--- config.mk ---
export PLATFORM = sky130hd
export DESIGN_NAME = hazard3_pmp_ahb_gate
export DESIGN_NICKNAME = d
export VERILOG_FILES = /design/src/rtl/hazard3_ahb_pkg.sv /design/src/rtl/hazard3_pmp_gate_faultlog.sv /design/src/rtl/hazard3_pmp_ahb_gate.sv
export SDC_FILE = /design/constraint.sdc
export NUM_CORES = 1
export LEC_CHECK = 0
export BUFFER_PORTS_ARGS = -buffer_cell sky130_fd_sc_hd__buf_2
export CORE_AREA = 8 8 109 111
export CTS_CLUSTER_SIZE = 8
export DETAILED_ROUTE_END_ITERATION = 12
export DIE_AREA = 0 0 117 119
export GPL_TIMING_DRIVEN = 0
export HOLD_SLACK_MARGIN = 0.03
export PLACE_DENSITY = 0.55
export SYNTH_ARGS = -nofsm -noshare
export SYNTH_HDL_FRONTEND = slang
export SYNTH_SLANG_ARGS = --single-unit
--- constraint.sdc ---
create_clock -name clk -period 1.5 [get_ports clk]
set_clock_uncertainty 0.05 [all_clocks]
set_input_delay 0 -clock clk [delete_from_list [all_inputs] [get_ports clk]]
set_output_delay 0 -clock clk [all_outputs]
set_load 0.005 [all_outputs]
--- src/rtl/hazard3_ahb_pkg.sv ---
// Shared AHB-lite encodings and PMP gate error-FSM state encodings.
package hazard3_ahb_pkg;

  localparam int unsigned HTRANS_W    = 2;
  localparam int unsigned FLT_COUNT_W = 8;

  localparam logic [HTRANS_W-1:0] HTRANS_IDLE   = 2'b00;
  localparam logic [HTRANS_W-1:0] HTRANS_NONSEQ = 2'b10;

  typedef enum logic [1:0] {
    GATE_IDLE = 2'b00,
    GATE_ERR1 = 2'b01,
    GATE_ERR2 = 2'b10
  } gate_state_t;

  // Saturating increment of the fault counter.
  function automatic logic [FLT_COUNT_W-1:0] flt_count_inc(input logic [FLT_COUNT_W-1:0] c);
    return (&c) ? c : c + FLT_COUNT_W'(1);
  endfunction

endpackage

--- src/rtl/hazard3_pmp_gate_faultlog.sv ---
// Records the address/direction of the most recent PMP-killed access and a saturating kill count.
module hazard3_pmp_gate_faultlog
  import hazard3_ahb_pkg::*;
#(
  parameter int unsigned W_ADDR = 32
) (
  input  logic                   clk,
  input  logic                   rst_n,
  input  logic                   kill,
  input  logic [W_ADDR-1:0]      kill_addr,
  input  logic                   kill_write,
  input  logic                   clr,
  output logic [W_ADDR-1:0]      flt_addr,
  output logic                   flt_write,
  output logic [FLT_COUNT_W-1:0] flt_count
);

  always_ff @(posedge clk or negedge rst_n) begin
    if (!rst_n) begin
      flt_addr  <= '0;
      flt_write <= 1'b0;
      flt_count <= '0;
    end else if (kill) begin
      flt_addr  <= kill_addr;
      flt_write <= kill_write;
      // A clear coinciding with a kill still counts that kill.
      flt_count <= clr ? FLT_COUNT_W'(1) : flt_count_inc(flt_count);
    end else if (clr) begin
      flt_count <= '0;
    end
  end

endmodule

--- src/rtl/hazard3_pmp_ahb_gate.sv ---
// AHB-lite gate between core and bus: PMP-killed address phases are dropped and answered with a
// two-cycle error response. Optional fault log enabled by HAZARD3_PMP_GATE_FAULT_LOG_EN.
module hazard3_pmp_ahb_gate
  import hazard3_ahb_pkg::*;
#(
  parameter int unsigned W_ADDR = 32,
  parameter int unsigned W_DATA = 32
) (
  input  logic              clk,
  input  logic              rst_n,
  input  logic [W_ADDR-1:0] s_haddr,
  input  logic [1:0]        s_htrans,
  input  logic              s_hwrite,
  input  logic [2:0]        s_hsize,
  input  logic [3:0]        s_hprot,
  input  logic [W_DATA-1:0] s_hwdata,
  output logic              s_hready,
  output logic              s_hresp,
  output logic [W_DATA-1:0] s_hrdata,
  output logic [W_ADDR-1:0] m_haddr,
  output logic [1:0]        m_htrans,
  output logic              m_hwrite,
  output logic [2:0]        m_hsize,
  output logic [3:0]        m_hprot,
  output logic [W_DATA-1:0] m_hwdata,
  input  logic              m_hready,
  input  logic              m_hresp,
  input  logic [W_DATA-1:0] m_hrdata,
  output logic [W_ADDR-1:0] pmp_addr,
  output logic              pmp_m_mode,
  output logic              pmp_write,
  input  logic              pmp_kill,
  output logic [W_ADDR-1:0] flt_addr,
  output logic              flt_write,
  output logic [7:0]        flt_count,
  input  logic              flt_clr
);

  gate_state_t state;
  logic        dph_pass;
  logic        accept_c;
  logic        kill_c;

  assign pmp_addr   = s_haddr;
  assign pmp_write  = s_hwrite;
  assign pmp_m_mode = s_hprot[1];

  assign accept_c = s_htrans[1] && s_hready;
  assign kill_c   = accept_c && pmp_kill;

  assign m_haddr  = s_haddr;
  assign m_hwrite = s_hwrite;
  assign m_hsize  = s_hsize;
  assign m_hprot  = s_hprot;
  assign m_hwdata = s_hwdata;

  // Error FSM plus a flag marking an in-flight forwarded data phase.
  always_ff @(posedge clk or negedge rst_n) begin
    if (!rst_n) begin
      state    <= GATE_IDLE;
      dph_pass <= 1'b0;
    end else begin
      case (state)
        GATE_IDLE: state <= kill_c ? GATE_ERR1 : GATE_IDLE;
        GATE_ERR1: state <= GATE_ERR2;
        GATE_ERR2: state <= kill_c ? GATE_ERR1 : GATE_IDLE;
        default:   state <= GATE_IDLE;
      endcase
      if (s_hready) dph_pass <= accept_c && !pmp_kill;
    end
  end

  // Core-side response: downstream pass-through, or the two-cycle error.
  always_comb begin
    s_hready = m_hready;
    s_hresp  = m_hresp;
    s_hrdata = m_hrdata;
    case (state)
      GATE_ERR1: begin
        s_hready = 1'b0;
        s_hresp  = 1'b1;
        s_hrdata = '0;
      end
      GATE_ERR2: begin
        s_hready = 1'b1;
        s_hresp  = 1'b1;
        s_hrdata = '0;
      end
      default: ;
    endcase
    if (!rst_n) s_hresp = 1'b0;
  end

  // Stalled cycles stay IDLE downstream unless a forwarded transfer is waiting on its data phase.
  always_comb begin
    m_htrans = s_htrans;
    if (!rst_n) begin
      m_htrans = HTRANS_IDLE;
    end else if (s_hready) begin
      if (kill_c) m_htrans = HTRANS_IDLE;
    end else if (!dph_pass) begin
      m_htrans = HTRANS_IDLE;
    end
  end

`ifdef HAZARD3_PMP_GATE_FAULT_LOG_EN
  hazard3_pmp_gate_faultlog #(
    .W_ADDR (W_ADDR)
  ) u_faultlog (
    .clk        (clk),
    .rst_n      (rst_n),
    .kill       (kill_c),
    .kill_addr  (s_haddr),
    .kill_write (s_hwrite),
    .clr        (flt_clr),
    .flt_addr   (flt_addr),
    .flt_write  (flt_write),
    .flt_count  (flt_count)
  );
`else
  logic flt_clr_unused;
  assign flt_clr_unused = flt_clr;
  assign flt_addr       = '0;
  assign flt_write      = 1'b0;
  assign flt_count      = '0;
`endif

endmodule

# Word level (Yosys, flattened, before mapping)
# Index checks and enable logic that the tools add are counted.
# op_classes
eq_ne	2
n_mux	10
n_reduce_logical	7
# op_table
op	n
$mux 32	1
$mux 2	4
$pmux 2 s2	1
$reduce_or 2->1	2
$logic_and 1x1->1	3
$mux 1	3
$eq 2x1->1 const B	1
$eq 2x2->1 const B	1
$logic_not 2->1	1
$pmux 1 s2	1
$logic_not 1->1	1
# totals
reg_bits	3
inputBits	112
out_inout_bits	183
wordCells	21

# Depth between registers and ports, before layout
# depth
word_depth	7
mapped_depth	5
depth_no_buf	5

# Worst setup path after synthesis
# OpenSTA, ideal clock, no wires.
# synth_path
path_kind	register -> output
start	reg state[0]
end	out m_htrans[1]
arrival_time_ps	1399
required_ps	1450
path_slack_ps	51
path_stages_with_launch	6
path_buffers	0
cell_sequence	dfrtp_1 inv_1 ha_1 mux2_4 nand2_4 o2111a_1
# synth_between
elab_chain_cells	7
word_cells_on_any_way	8
cone_classes	eq/ne (2); mux (4); reduce/logical (2)
# synth_rtl
element	line_no	text
start, declared	hazard3_pmp_ahb_gate.sv:39	gate_state_t state;
start signal, assigned	hazard3_pmp_ahb_gate.sv:64	GATE_IDLE: state <= kill_c ? GATE_ERR1 : GATE_IDLE;
start signal, assigned	hazard3_pmp_ahb_gate.sv:66	GATE_ERR2: state <= kill_c ? GATE_ERR1 : GATE_IDLE;
$eq 2x2->1 or $eq 2x1->1 (tied branches)	hazard3_pmp_ahb_gate.sv:78	case (state)
$pmux 1 s2 *	hazard3_pmp_ahb_gate.sv:78	
net s_hready	hazard3_pmp_ahb_gate.sv:17	output logic s_hready,
$logic_and 1x1->1	hazard3_pmp_ahb_gate.sv:48	assign accept_c = s_htrans[1] && s_hready;
$logic_and 1x1->1	hazard3_pmp_ahb_gate.sv:49	assign kill_c = accept_c && pmp_kill;
$mux 2	hazard3_pmp_ahb_gate.sv:100	if (kill_c) m_htrans = HTRANS_IDLE;
$mux 2 *	hazard3_pmp_ahb_gate.sv:99	end else if (s_hready) begin
$mux 2 *	hazard3_pmp_ahb_gate.sv:97	if (!rst_n) begin
end, declared	hazard3_pmp_ahb_gate.sv:21	output logic [1:0] m_htrans,
# The timed path passes the listed nets; every way through them passes the cells marked *.

# Worst setup path after layout
# layout_path
start	reg state[1]
end	out m_htrans[1]
# layout_between
elab_chain_cells	7
word_cells_on_any_way	8
cone_classes	eq/ne (2); mux (4); reduce/logical (2)
# layout_rtl
element	line_no
$eq 2x2->1 or $eq 2x1->1 (tied branches)	hazard3_pmp_ahb_gate.sv:78
$pmux 1 s2 *	hazard3_pmp_ahb_gate.sv:78
$logic_and 1x1->1	hazard3_pmp_ahb_gate.sv:48
$logic_and 1x1->1	hazard3_pmp_ahb_gate.sv:49
$mux 2	hazard3_pmp_ahb_gate.sv:100
$mux 2 *	hazard3_pmp_ahb_gate.sv:99
$mux 2 *	hazard3_pmp_ahb_gate.sv:97
# Every way passes the cells marked *; elsewhere a longest branch is shown, timed or not.

==> metrics.md <==
| Metric | Value |
|---|---|
| Reg area | `75.1 µm²` |
| Synthesized instance count | `203` |
| Final period util | `1.13` |
| Setup CP Type | `reg -> out` |
| Die H | `119 µm` |
| Total CTS buffers | `3` |
| Final core occ | `0.310` |
| VDD IR-drop max | `0.000209 V` |
| Startpoint types | `flop` |
| Routed Antenna Nets | `0` |
| Core area | `0.0101 mm²` |
| Fillcell total | `1,090` |
| Hold crit path type | `in -> reg` |
| Total power divided by cell area | `398 mW/mm²` |
| Yosys top cell area share | `0.707` |
| Final cell count without fillers | `576` |
| Post-route setup TNS | `-475 ps` |
| Yosys warns | `0` |
| Fraction of layout cells with a size suffix above 1 | `0.827` |
| Vias in the first global route | `1,973` |
| F_max | `592 MHz` |
| First-pass GRT wire length | `9.27 mm` |
| Crit. End Element | `primary output` |
| Pre-antenna DRT Iters | `4` |
| Post-synthesis register bit count | `3` |
| Vias post-DR | `1,855` |
| Outcome | `finished with violations` |
| I/O Pins | `295` |
| Setup WS post-layout | `-189 ps` |
| Drt via density | `3.22` |
| Sequential fraction of the synthesis area | `0.0481` |
| Post-layout minimum cycle time | `1690 ps` |
| Crit Path Max Fanout | `6` |
| Ant diodes | `0` |
| Lkg Pwr | `1.97 nW` |
| Largest net degree at the start of global routing | `11` |
| CTS tree | `yes` |
| Routability Congestion | `0.753` |
| Initial antenna violation count | `0` |
| Total GRT Usage | `0.0807` |
| Final Max Slew Viols | `0` |
| Post-synthesis cell area | `0.00156 mm²` |
| Sink Count | `3` |
| Cell accounting for the most synthesized area | `buf_4` |
| I/O Buffers | `180` |
| Die area | `0.0139 mm²` |
| Arr. time, crit path | `1640 ps` |
| Final setup viols | `6` |
| Synth area leaders | `buf_4 (71%), nor2b_1 (12%), dfrtp_1 (4.8%)` |
| Max cap viols | `0` |
| Failing checks | `setup timing` |
| Inst Count DP | `559` |
| GRT overflow | `0` |
| Wire per inst | `11.8 µm` |
| Worst Path Required | `1450 ps` |
| FP Rows | `37` |
| DP Area | `0.00278 mm²` |
| RSZ-0062 raised after global routing | `true` |
| Mean post-synth cell area | `7.69 µm²` |
| Finished Cell Area | `0.00312 mm²` |
| Synth-to-Final Area Change | `100%` |
| Hold slack final | `50.7 ps` |
| CTS HTree Levels | `1` |
| Post-DP HPWL | `6.26 mm` |
| Die Span X | `117 µm` |
| Initial Util | `0.155` |
| Initial DRC count | `13` |
| Count of cell types in the netlist | `18` |
| CTS max path bufs | `2` |
| Worst-Skew Late Latency | `220 ps` |
| CTS clk-pin slew, worst paths | `30 ps` |
| Final Hold Vio Count | `0` |
| Residual DRC count | `0` |
| Final WL | `6.77 mm` |
| Multi-input gate area | `606 µm²` |
| Nets@finish | `557` |
| CTS root buf | `clkbuf_8` |
==> report_power, final <==
group / leakage [nW] / internal [mW] / total (mW) / switching [mW]
Combinational: 1.90 / 0.586 / 0.907 / 0.320
Clock: 0.0228 / 0.182 / 0.244 / 0.0621
Sequential: 0.0402 / 0.0875 / 0.0918 / 0.00428
Total: 1.97 / 0.856 / 1.24 / 0.387
==> state kept, by name, indices dropped and copies added (netlist names) <==
signal	count
dph_pass	1
state	2
==> routing by layer <==
layer  vias up  part of all wire  GRT usage  wire length (µm)
met5         -                 0          0                 0
li1        904                 -          -                 -
met1       784              0.27     0.0581              1810
met2       163              0.53      0.171              3600
met3         4              0.20     0.0455              1340
met4         0            0.0037     0.0144                25
==> worst max-delay path, cell delays in order (launching register included) <==
cell	delay [ps]
dfrtp_1	360
inv_2	60
ha_4	300
mux2_4	340
o2111a_1	230
buf_2	130
==> cell usage after synthesis <==
cell type and number:
dfrtp_1 3, ha_1 4, o2111a_1 1, nand3b_1 1, o211ai_1 1, conb_1 1, nor2b_1 29, nor2_1 1
o21a_1 1, o21ai_0 1, inv_1 3, and2b_2 3, nand2_4 1, a31oi_1 1, clkbuf_1 3, buf_4 147
mux2_4 1, nor4b_4 1
==> final timing paths <==
| path | startpoint | to | slack, ps | cells past startpoint |
|---|---|---|---|---|
| max reg2reg | state[1] | dph_pass | 0 | 6 |
| max in group asynchronous | rst_n | state[0] | 1180 | 2 |
| min | pmp_kill | dph_pass | 50 | 3 |
| min in group asynchronous | rst_n | state[1] | 90 | 2 |
| max | state[1] | m_htrans[1] | -190 | 5 |
| min reg2reg | dph_pass | dph_pass | 480 | 2 |
==> area by class of cell <==
class,count,area share
clock buffers,4,0.0144
plain buffers,149,0.364
repair buffers,194,0.345
inverters,3,0.00360
well taps,136,0.0545
multi-input cells,87,0.194
flip-flops and latches,3,0.0240
==> timing repair <==
action                                  4_1_cts  5_1_grt
gates cloned                                  0        1
pin swaps                                     2        1
buffers inserted                              7        4
hold endpoints to repair                      5        0
gates resized for setup                       7       39
endpoints found under the setup margin       38       33
hold buffers                                  2        0
==> layout by cell type, fill, tap and decap left out, drive strengths merged, types with 2 or more instances in the layout <==
master | synthesis | layout
ha | 4 | 4
nor2b | 29 | 29
and2b | 3 | 3
conb | 1 | 41
inv | 3 | 3
dfrtp | 3 | 3
buf | 147 | 340
dlygate4sd3 | 0 | 2
clkbuf | 3 | 5
==> metrics by stage <==
step	power, mW	worst slack (ps)
2_1_floorplan	0.544	50.7
3_3_place_gp	0.860	-215
3_5_place_dp	0.865	-230
4_1_cts	1.15	-218
5_1_grt	1.35	-260
6_report	1.24	-189
==> cells by family (layout without fill, tap and decap cells) <==
kind of cell,count (synthesis),after routing,synth area share
buffers and inverters,153,350,0.721
and+or+nand+nor,36,36,0.163
AOI/OAI and AO/OA,5,5,0.0240
adders and majority gates,4,4,0.0321
DFF,3,3,0.0481
other,1,41,0.00240
muxes,1,1,0.00961
Note: power is estimated with default switching activity, not from simulation.
